### src/rtl/ibexc_trace_pkg.sv
// ----------------------------------------------------------------------------
// ibexc_trace_pkg
// Shared types and constants for the RVFI trace buffer:
//   - trace_rec_t : one captured retirement, stored as four 32-bit words
//                   (W0 = pc, W1 = insn, W2 = rd_wdata, W3 = meta)
//   - TRACE_WORDS : number of words per record
//   - META_*      : bit positions inside the meta word
//   - ser_state_e : serializer state encoding
//   - pack_meta() : builds the meta word from retirement fields
// ----------------------------------------------------------------------------
package ibexc_trace_pkg;

    localparam int unsigned TRACE_WORDS = 4;

    localparam int unsigned META_OVF_BIT  = 31;
    localparam int unsigned META_TRAP_BIT = 30;
    localparam int unsigned META_INTR_BIT = 29;
    localparam int unsigned META_HALT_BIT = 28;
    localparam int unsigned META_MODE_LSB = 26;
    localparam int unsigned META_RD_LSB   = 21;
    localparam int unsigned META_ORDER_W  = 16;

    // Field order puts W0 in the least significant 32 bits.
    typedef struct packed {
        logic [31:0] meta;
        logic [31:0] rd_wdata;
        logic [31:0] insn;
        logic [31:0] pc;
    } trace_rec_t;

    typedef enum logic [2:0] {
        SER_IDLE,
        SER_W0,
        SER_W1,
        SER_W2,
        SER_W3
    } ser_state_e;

    // Bits [20:16] are left at zero.
    function automatic logic [31:0] pack_meta(
        input logic        ovf,
        input logic        trap,
        input logic        intr,
        input logic        halt,
        input logic [1:0]  mode,
        input logic [4:0]  rd_addr,
        input logic [15:0] order
    );
        logic [31:0] m;
        m                          = '0;
        m[META_OVF_BIT]            = ovf;
        m[META_TRAP_BIT]           = trap;
        m[META_INTR_BIT]           = intr;
        m[META_HALT_BIT]           = halt;
        m[META_MODE_LSB +: 2]      = mode;
        m[META_RD_LSB +: 5]        = rd_addr;
        m[META_ORDER_W-1:0]        = order;
        return m;
    endfunction

endpackage

### src/rtl/ibexc_trace_fifo.sv
// ----------------------------------------------------------------------------
// ibexc_trace_fifo
// Circular record store for the trace buffer.
//   clk_i, rst_i  : clock, asynchronous active-high reset (clears pointers)
//   push_i        : write data_i at the tail; the caller only pushes when not
//                   full, or when full while popping in the same cycle
//   data_i        : record to store
//   pop_i         : drop the head record
//   data_o        : head record (combinational read)
//   full_o        : Depth records stored
//   empty_o       : no records stored
//   one_left_o    : exactly one record stored
// Pointers carry one extra wrap bit so full and empty can be told apart.
// ----------------------------------------------------------------------------
module ibexc_trace_fifo #(
    parameter int unsigned Depth = 16,
    parameter int unsigned Width = 128
) (
    input  logic             clk_i,
    input  logic             rst_i,
    input  logic             push_i,
    input  logic [Width-1:0] data_i,
    input  logic             pop_i,
    output logic [Width-1:0] data_o,
    output logic             full_o,
    output logic             empty_o,
    output logic             one_left_o
);

    localparam int unsigned AddrW = $clog2(Depth);
    localparam int unsigned PtrW  = AddrW + 1;

    logic [PtrW-1:0]  wr_ptr_q, wr_ptr_d;
    logic [PtrW-1:0]  rd_ptr_q, rd_ptr_d;
    logic [PtrW-1:0]  level;
    logic [Width-1:0] mem_q [Depth];

    always_comb begin
        wr_ptr_d = wr_ptr_q;
        rd_ptr_d = rd_ptr_q;
        if (push_i) begin
            wr_ptr_d = wr_ptr_q + PtrW'(1);
        end
        if (pop_i) begin
            rd_ptr_d = rd_ptr_q + PtrW'(1);
        end
    end

    always_ff @(posedge clk_i or posedge rst_i) begin
        if (rst_i) begin
            wr_ptr_q <= '0;
            rd_ptr_q <= '0;
        end else begin
            wr_ptr_q <= wr_ptr_d;
            rd_ptr_q <= rd_ptr_d;
        end
    end

    // Storage needs no reset: pointers alone decide what is valid. A push
    // while full and popping lands in the slot that is being released.
    always_ff @(posedge clk_i) begin
        if (push_i) begin
            mem_q[wr_ptr_q[AddrW-1:0]] <= data_i;
        end
    end

    assign level      = wr_ptr_q - rd_ptr_q;
    assign data_o     = mem_q[rd_ptr_q[AddrW-1:0]];
    assign empty_o    = (wr_ptr_q == rd_ptr_q);
    assign full_o     = (wr_ptr_q[AddrW] != rd_ptr_q[AddrW]) &&
                        (wr_ptr_q[AddrW-1:0] == rd_ptr_q[AddrW-1:0]);
    assign one_left_o = (level == PtrW'(1));

endmodule

### src/rtl/ibexc_rvfi_trace_buf.sv
// ----------------------------------------------------------------------------
// ibexc_rvfi_trace_buf
// Captures RVFI retirements into a record buffer and streams each record out
// as four 32-bit words with a valid/ready handshake.
//   clk_i, rst_i       : clock, asynchronous active-high reset
//   trace_en_i         : enables capture (draining continues when low)
//   rvfi_*             : core retirement port
//   out_valid_o/_ready_i/_data_o/_last_o : word stream, last marks W3 (meta)
//   overflow_o         : sticky, set when a record is dropped, cleared when the
//                        next record (which carries meta[31]=1) is accepted
//   ovf_cnt_o          : saturating dropped-record count
// Optional feature: define IBEXC_TRACE_OVF_CNT_EN to build the drop counter;
// otherwise ovf_cnt_o is tied to zero.
// ----------------------------------------------------------------------------
module ibexc_rvfi_trace_buf
    import ibexc_trace_pkg::*;
#(
    parameter int unsigned Depth = 16
) (
    input  logic        clk_i,
    input  logic        rst_i,
    input  logic        trace_en_i,
    input  logic        rvfi_valid,
    input  logic [63:0] rvfi_order,
    input  logic [31:0] rvfi_insn,
    input  logic        rvfi_trap,
    input  logic        rvfi_halt,
    input  logic        rvfi_intr,
    input  logic [1:0]  rvfi_mode,
    input  logic [4:0]  rvfi_rd_addr,
    input  logic [31:0] rvfi_rd_wdata,
    input  logic [31:0] rvfi_pc_rdata,
    output logic        out_valid_o,
    input  logic        out_ready_i,
    output logic [31:0] out_data_o,
    output logic        out_last_o,
    output logic        overflow_o,
    output logic [15:0] ovf_cnt_o
);

    localparam int unsigned RecW = TRACE_WORDS * 32;

    ser_state_e  state_q, state_d;
    logic        overflow_q, overflow_d;
    trace_rec_t  cap_rec;
    trace_rec_t  head_rec;
    logic [RecW-1:0] head_bits;
    logic        fifo_full, fifo_empty, fifo_one_left;
    logic        cap_req, push_acc, drop, pop;
    logic        handshake;
    logic        unused_order_hi;

    // Only order[15:0] is traced.
    assign unused_order_hi = ^rvfi_order[63:16];

    // A full buffer can still take a record when the head record is leaving
    // in the same cycle.
    assign cap_req  = rvfi_valid && trace_en_i;
    assign push_acc = cap_req && (!fifo_full || pop);
    assign drop     = cap_req && fifo_full && !pop;

    always_comb begin
        cap_rec          = '0;
        cap_rec.pc       = rvfi_pc_rdata;
        cap_rec.insn     = rvfi_insn;
        cap_rec.rd_wdata = rvfi_rd_wdata;
        cap_rec.meta     = pack_meta(overflow_q, rvfi_trap, rvfi_intr, rvfi_halt,
                                     rvfi_mode, rvfi_rd_addr, rvfi_order[15:0]);
    end

    ibexc_trace_fifo #(
        .Depth (Depth),
        .Width (RecW)
    ) u_fifo (
        .clk_i      (clk_i),
        .rst_i      (rst_i),
        .push_i     (push_acc),
        .data_i     (cap_rec),
        .pop_i      (pop),
        .data_o     (head_bits),
        .full_o     (fifo_full),
        .empty_o    (fifo_empty),
        .one_left_o (fifo_one_left)
    );

    assign head_rec  = trace_rec_t'(head_bits);
    assign handshake = out_valid_o && out_ready_i;

    // Serializer: the head record is only popped after its meta word is taken.
    always_comb begin
        state_d = state_q;
        pop     = 1'b0;
        unique case (state_q)
            SER_IDLE: if (!fifo_empty) state_d = SER_W0;
            SER_W0:   if (handshake)   state_d = SER_W1;
            SER_W1:   if (handshake)   state_d = SER_W2;
            SER_W2:   if (handshake)   state_d = SER_W3;
            SER_W3: begin
                if (handshake) begin
                    pop = 1'b1;
                    // A record pushed this cycle counts as remaining.
                    state_d = (!fifo_one_left || push_acc) ? SER_W0 : SER_IDLE;
                end
            end
            default: state_d = SER_IDLE;
        endcase
    end

    always_comb begin
        out_data_o = '0;
        unique case (state_q)
            SER_W0:  out_data_o = head_rec.pc;
            SER_W1:  out_data_o = head_rec.insn;
            SER_W2:  out_data_o = head_rec.rd_wdata;
            SER_W3:  out_data_o = head_rec.meta;
            default: out_data_o = '0;
        endcase
    end

    assign out_valid_o = (state_q != SER_IDLE);
    assign out_last_o  = (state_q == SER_W3);

    // Accepting a record consumes the pending overflow marker it carries.
    always_comb begin
        overflow_d = overflow_q;
        if (push_acc) begin
            overflow_d = 1'b0;
        end else if (drop) begin
            overflow_d = 1'b1;
        end
    end

    always_ff @(posedge clk_i or posedge rst_i) begin
        if (rst_i) begin
            state_q    <= SER_IDLE;
            overflow_q <= 1'b0;
        end else begin
            state_q    <= state_d;
            overflow_q <= overflow_d;
        end
    end

    assign overflow_o = overflow_q;

`ifdef IBEXC_TRACE_OVF_CNT_EN
    logic [15:0] ovf_cnt_q, ovf_cnt_d;

    always_comb begin
        ovf_cnt_d = ovf_cnt_q;
        if (drop && (ovf_cnt_q != 16'hFFFF)) begin
            ovf_cnt_d = ovf_cnt_q + 16'd1;
        end
    end

    always_ff @(posedge clk_i or posedge rst_i) begin
        if (rst_i) begin
            ovf_cnt_q <= '0;
        end else begin
            ovf_cnt_q <= ovf_cnt_d;
        end
    end

    assign ovf_cnt_o = ovf_cnt_q;
`else
    assign ovf_cnt_o = '0;
`endif

endmodule

### config.mk
export PLATFORM = sky130hd
export DESIGN_NAME = ibexc_rvfi_trace_buf
export DESIGN_NICKNAME = d
export VERILOG_FILES = /design/src/rtl/ibexc_trace_pkg.sv /design/src/rtl/ibexc_trace_fifo.sv /design/src/rtl/ibexc_rvfi_trace_buf.sv
export SDC_FILE = /design/constraint.sdc
export NUM_CORES = 1
export LEC_CHECK = 0
export CAP_MARGIN = 20
export CORE_MARGIN = 3
export CORE_UTILIZATION = 40
export DETAILED_ROUTE_END_ITERATION = 10
export PLACE_DENSITY = 0.53
export SYNTH_ARGS = -nofsm -noshare
export SYNTH_HDL_FRONTEND = slang
export SYNTH_SLANG_ARGS = --single-unit
### constraint.sdc
create_clock -name clk_i -period 12.21 [get_ports clk_i]
set_input_delay 1.221 -clock clk_i [delete_from_list [all_inputs] [get_ports clk_i]]
set_output_delay 1.221 -clock clk_i [all_outputs]
set_load 0.02 [all_outputs]
==> results of run 1 <==
## kinds of logic after synthesis
kind of cell	count (synthesis)	synth area share [%]
adders and majority gates	10	0.174
AOI/OAI and AO/OA	127	1.16
buffers and inverters	212	1.48
xor gates and xnor gates	12	0.138
and+or+nand+nor	475	3.10
muxes	739	16.2
other	1	0.00491
DFF	1982	77.8
## Yosys cell counts, types with 3 or more instances
library cell     n  area [µm²]
nand2_1        188         706
or3_1            5        31.3
a21oi_1          5        25.0
buf_1            5        18.8
dfrtp_1         14         350
mux2i_1        342        3420
buf_6           17         191
xnor2_1          7        61.3
o221ai_1         6        52.6
nand2b_1         5        31.3
inv_1            5        18.8
xor2_1           5        43.8
nor3_1           7        35.0
buf_2           77         385
nor2b_1          4        25.0
ha_1             9         113
clkbuf_1        76         285
o22ai_1         71         444
nand3_1         95         475
a41oi_1         22         193
or4_1           27         203
o211ai_1         3        22.5
a22oi_1          9        67.6
edfxtp_1      1968       59100
nor2_1          25        93.8
mux4_2         396        8920
buf_4           29         218
nand4_1        110         688
o21ai_0          3        15.0
## where the power goes
group / total [µW] / internal (µW) / switching (µW)
registers: 8020 / 7850 / 173
clock network: 5820 / 3260 / 2560
logic: 5150 / 2110 / 3030
## worst paths after layout
| path | endpoint | cells after the start |
|---|---|---|
| worst max-delay path | out_data_o[11] | 7 |
| worst min-delay path | u_fifo.wr_ptr_q[4] | 1 |
| worst max register to register | u_fifo.mem_q[15][74] | 8 |
| worst min register to register | u_fifo.wr_ptr_q[4] | 1 |
| max in group asynchronous | u_fifo.rd_ptr_q[0] | 2 |
| min in group asynchronous | u_fifo.rd_ptr_q[4] | 2 |
## through the flow
step	power [µW]	utilization, %	hold WS [ns]
final	19000	46.2	0.484
after global routing	19800	46.2	0.512
after CTS	19300	46.2	0.489
after detailed placement	13400	42.9	0.477
after global placement	13400	42.9	0.476
after floorplan	11600	-	0.462
## final cells by class
| type | instances | area share, % |
|---|---|---|
| sequential | 1982 | 68.1 |
| multi-input combinational | 1379 | 18.4 |
| clock buffer | 263 | 6.04 |
| tap | 2495 | 3.58 |
| timing repair buffer | 251 | 2.66 |
| clock inverter | 99 | 1.04 |
| antenna | 21 | 0.0602 |
| inverter | 8 | 0.0401 |
## per-layer routing
layer  share of wire [%]  global-route usage [%]
met3                 4.8                    3.01
met4                 2.9                    6.14
met5               0.051                       0
met1                  43                    27.6
met2                  50                    33.4
## worst max-delay path, cell delays in order, from the launching register on
cell             delay (ns)
dfrtp_4                0.84
buf_4                  0.67
buf_4                  0.77
mux4_2                 0.62
nand4_1                0.11
nand4_1                0.47
or4_1                  0.66
clkdlybuf4s50_1        0.57
## registers in the layout, indices dropped and copies added, names as in the netlist
name / cells
state_q: 3
overflow_o: 1
u_fifo.mem_q: 1968
u_fifo.wr_ptr_q: 5
u_fifo.rd_ptr_q: 5
==> summary.md, run 1 <==
| Metric | Value |
|---|---|
| Post-synth EDFFs | `1968` |
| Final #Nets | `4008` |
| Setup slack, reg-to-reg | `6.75 ns` |
| First-pass GRT wire length | `282 mm` |
| Max_cap viols | `0` |
| Final setup vio count | `0` |
| Max Slew Vio Count | `0` |
| Initial core utilization | `40.5%` |
| Leakage | `0.0276 µW` |
| Post-DP HPWL | `106 mm` |
| Distinct cells, synth | `49` |
| Per-cell routed wire length | `30.6 µm` |
| Core ar. | `189000 µm²` |
| Worst slew margin | `28.3%` |
| Area Growth Syn to Fin | `14.2%` |
| Row count | `159` |
| DR vias | `36500` |
| Setup TNS | `0 ns` |
| Crit Path Class | `flip-flop to output port` |
| Clk sinks | `1982` |
| Worst flop-to-flop path startpoint | `u_fifo.rd_ptr_q[1]` |
| GRT Util Overall | `20.1%` |
| Crit start category | `flip-flop` |
| FF/Latch Area | `59500 µm²` |
| Num CTS Buffers | `201` |
| Chip height | `443 µm` |
| Setup Buffers After CTS | `0` |
| CTS Hold Bufs | `0` |
| #FFs+latches synth | `1982` |
| RSZ-0062 raised after global routing | `no` |
| Register area share after synthesis | `77.8%` |
| Non-Filler Instances | `6498` |
| Crit end category | `output port` |
| Worst hold start | `u_fifo.wr_ptr_q[4]` |
| Vias in the first global route | `37300` |
| Synthesis Warnings | `0` |
| Filler cells | `15600` |
| DRC viols | `0` |
| Final Skew | `0.0428 ns` |
| Launch point of the worst path | `u_fifo.rd_ptr_q[0]` |
| Maximum VDD drop | `0.172 mV` |
| Routed Antenna Nets | `0` |
| Pre-CTS WS | `5.96 ns` |
| Req. time, crit path | `10.99 ns` |
| Layout cells sized above 1 | `19.5%` |
| Clk_lat worst skew | `0.84 ns` |
| First DRT Iteration DRCs | `3126` |
| Fmax | `145 MHz` |
| Crit-path max FO | `41` |
| Die area | `196000 µm²` |
| Finished Cell Area | `87300 µm²` |
| Final hold vios | `0` |
| Mapped Area | `76400 µm²` |
| CTS tree | `yes` |
| Post_cts resized | `0` |
| Die width | `443 µm` |
| Power Dens Cells | `218 nW/µm²` |
| Worst setup margin | `5.33 ns` |
| Final worst-path cycle share | `56.4%` |
| Placer Congestion | `0.739` |
| Minimum clock period after layout | `6.88 ns` |
| Largest net degree at the start of global routing | `102` |
| Deepest clock path buffer count | `3` |
| PortBufs | `161` |
| Commonest non-fill, non-tap cell in the layout | `edfxtp_1` |
| DRT Wirelength | `199 mm` |
| CP arrival | `5.66 ns` |
| CTS root buf | `clkbuf_16` |
| Status | `finished clean` |
| Post-placement cell count | `6115` |
| Post-Syn Area per Cell | `21.5 µm²` |
| Avg Vias per Cell | `5.62` |
| Global route total overflow | `0` |
| H-tree depth | `4` |
| Initial antenna violation count | `41` |
| Slew @ Worst Pin | `1.08 ns` |
| Most frequent cells in the layout | `edfxtp_1, mux4_2, mux2i_1` |
| Clk slew on worst S/H paths | `0.06 ns` |
| Min-Delay Path Class | `flip-flop to flip-flop` |
| Top_reg_cell synth | `edfxtp_1` |
| Dpl cell area | `81000 µm²` |
| Io pins | `226` |
| First-pass DRT Iterations | `5` |
| Synth async-reset ratio | `0.706%` |
| Synthesized instance count | `3558` |
| Multi-input combinational cell area | `16100 µm²` |
No activity file was read; power rests on OpenSTA's default activity.
==> run 2: changes to the inputs <==
==> constraint.sdc (replaced) <==
create_clock -name clk_i -period 6.95 [get_ports clk_i]
set_input_delay 0.695 -clock clk_i [delete_from_list [all_inputs] [get_ports clk_i]]
set_output_delay 0.695 -clock clk_i [all_outputs]
set_load 0.02 [all_outputs]
==> run 2 against run 1 <==
Effect of this change:
- global-route usage is 0.13 points lower
- critical endpoint is now out_data_o[8]
- core utilization is 0.33 points higher
- clock power is 79% higher
- clock skew is 0.0048 ns lower
- critical path depth is 1 lower
- via count is 0.18% higher
- non-clock buffer count is 4 higher
==> summary.md, run 2 (synthesis results as in run 1) <==
| Metric | Value |
|---|---|
| Worst flop-to-flop path startpoint | `u_fifo.rd_ptr_q[0]` |
| Power Internal | `23500 µW (+78%)` |
| Clk slew on worst S/H paths | `0.06 ns (about the same)` |
| First-pass GRT wire length | `281 mm (-0.28%)` |
| Num CTS Buffers | `204 (+1.5%)` |
| Final hold vios | `0 (unchanged)` |
| Maximum VDD drop | `0.409 mV (+140%)` |
| Sequential power share | `41.8% (-0.4 points)` |
| Commonest non-fill, non-tap cell in the layout | `edfxtp_1` |
| H-tree depth | `4 (unchanged)` |
| Power Dens Cells | `383 nW/µm² (+76%)` |
| Per-cell routed wire length | `30.3 µm (-0.82%)` |
| Vias in the first global route | `37200 (-0.11%)` |
| Deepest clock path buffer count | `3 (unchanged)` |
| Most frequent cells in the layout | `edfxtp_1, mux4_2, mux2i_1` |
| Switching Fraction | `30.2% (-0.16 points)` |
| Max reg flops | `1968 (unchanged)` |
| Post-DP HPWL | `104 mm (-1.0%)` |
| Final setup vio count | `0 (unchanged)` |
| Crit-path max FO | `18 (-56%)` |
| Post-placement cell count | `6118 (+0.049%)` |
| Clk sinks | `1982 (unchanged)` |
| Final Skew | `0.0380 ns (-0.00482 ns)` |
| Core ar. | `189000 µm² (unchanged)` |
| Worst slew margin | `25.2% (-3.1 points)` |
| Min-Delay Path Class | `flip-flop to flip-flop` |
| Crit Path Class | `flip-flop to output port` |
| Final worst-path cycle share | `79.6%` |
| Psw | `10200 µW (+76%)` |
| Leakage | `0.0278 µW (+0.83%)` |
| Post_cts resized | `0 (unchanged)` |
| GRT Util Overall | `20.0% (-0.13 points)` |
| Launch point of the worst path | `state_q[1]` |
| RSZ-0062 raised after global routing | `no` |
| Die area | `196000 µm² (unchanged)` |
| First-pass DRT Iterations | `5 (unchanged)` |
| Setup Buffers After CTS | `0 (unchanged)` |
| Chip height | `443 µm (unchanged)` |
| Global route total overflow | `0 (unchanged)` |
| Finished Cell Area | `87900 µm² (+0.71%)` |
| Final #Nets | `4015 (+0.17%)` |
| Layout cells sized above 1 | `20.0% (+0.47 points)` |
| Req. time, crit path | `6.25 ns (-4.74 ns)` |
| Crit end category | `output port` |
| Placer Congestion | `0.739 (about the same)` |
| Io pins | `226 (unchanged)` |
| Initial antenna violation count | `38 (-7.3%)` |
| Fmax | `181 MHz` |
| Clock network fraction of total power | `31.0% (+0.3 points)` |
| Area Growth Syn to Fin | `15.0%` |
| Row count | `159 (unchanged)` |
| Routed Antenna Nets | `0 (unchanged)` |
| Slew @ Worst Pin | `1.12 ns (+0.0465 ns)` |
| Dpl cell area | `81500 µm² (+0.54%)` |
| PortBufs | `161 (unchanged)` |
| CP arrival | `4.84 ns (-0.82 ns)` |
| CTS root buf | `clkbuf_16` |
| Crit start category | `flip-flop` |
| Status | `finished clean` |
| First DRT Iteration DRCs | `3312 (+6.0%)` |
| Clk_lat worst skew | `0.84 ns (about the same)` |
| Minimum clock period after layout | `5.53 ns` |
| Max_cap viols | `0 (unchanged)` |
| CTS Hold Bufs | `0 (unchanged)` |
| Largest net degree at the start of global routing | `102 (unchanged)` |
| Worst hold start | `u_fifo.wr_ptr_q[4]` |
| Die width | `443 µm (unchanged)` |
| Initial core utilization | `40.5% (unchanged)` |
| DRT Wirelength | `197 mm (-0.80%)` |
| DRC viols | `0 (unchanged)` |
| DR vias | `36600 (+0.18%)` |
| Max Slew Vio Count | `0 (unchanged)` |
| Logic pwr share | `27.2% (about the same)` |
| Filler cells | `15700 (+0.40%)` |
| CTS tree | `yes` |
| Avg Vias per Cell | `5.63 (+0.17%)` |
| Non-Filler Instances | `6499 (+0.015%)` |
==> run 2: stage by stage <==
stage               total power (µW)  TNS [ns]  worst slack, ns  utilization, %  hold WS, ns
global placement               23700         0             1.95            43.1        0.478
floorplan                      20400  -1640.96            -1.06               -        0.462
detailed placement             23700         0             1.90            43.2        0.484
finish                         33700         0             1.42            46.6        0.491
CTS                            34200         0             1.25            46.5        0.491
global route                   35100         0             1.27            46.5        0.502
==> run 2: metal layers <==
metal / GRT usage, % / share of wire (%)
met5: 0 / 0.029
met4: 4.43 / 2.0
met3: 2.89 / 4.7
met2: 33.6 / 50
met1: 27.9 / 43
==> run 2: power groups by stage <==
stage / Sequential, µW / Combinational (µW) / Clock [µW]
6_report: 14100 / 9150 / 10400
5_1_grt: 14100 / 9790 / 11200
4_1_cts: 14100 / 9420 / 10700
3_5_place_dp: 14300 / 9390 / 0
3_3_place_gp: 14300 / 9390 / 0
2_1_floorplan: 14200 / 6160 / 0
==> run 2: area by class of cell <==
cell class | count | area [µm²] | area share [%]
Multi-Input combinational cell | 1379 | 16100 | 18.3
Tap cell | 2495 | 3120 | 3.55
Inverter | 8 | 35.0 | 0.0399
Clock buffer | 252 | 5310 | 6.04
Sequential cell | 1982 | 59500 | 67.7
Timing Repair Buffer | 255 | 2740 | 3.12
Clock inverter | 118 | 1080 | 1.22
Antenna cell | 10 | 25.0 | 0.0285
==> run 2: worst paths after layout <==
path                                        to  slack, ns  cells past startpoint
min reg2reg                 u_fifo.wr_ptr_q[4]       0.49                      1
max reg2reg                u_fifo.mem_q[3][53]       2.51                      8
max in group asynchronous   u_fifo.rd_ptr_q[2]       5.97                      2
min                         u_fifo.wr_ptr_q[4]       0.49                      1
min in group asynchronous   u_fifo.wr_ptr_q[2]       0.54                      2
max                              out_data_o[8]       1.42                      6
==> run 2: worst max-delay path, cell delays in order, from the launching register on <==
cell and delay [ns]:
dfrtp_1 0.60, nor3b_2 0.53, nand2_2 0.71, buf_4 0.48, o22ai_1 0.78, or4_1 0.28, clkdlybuf4s50_1 0.62
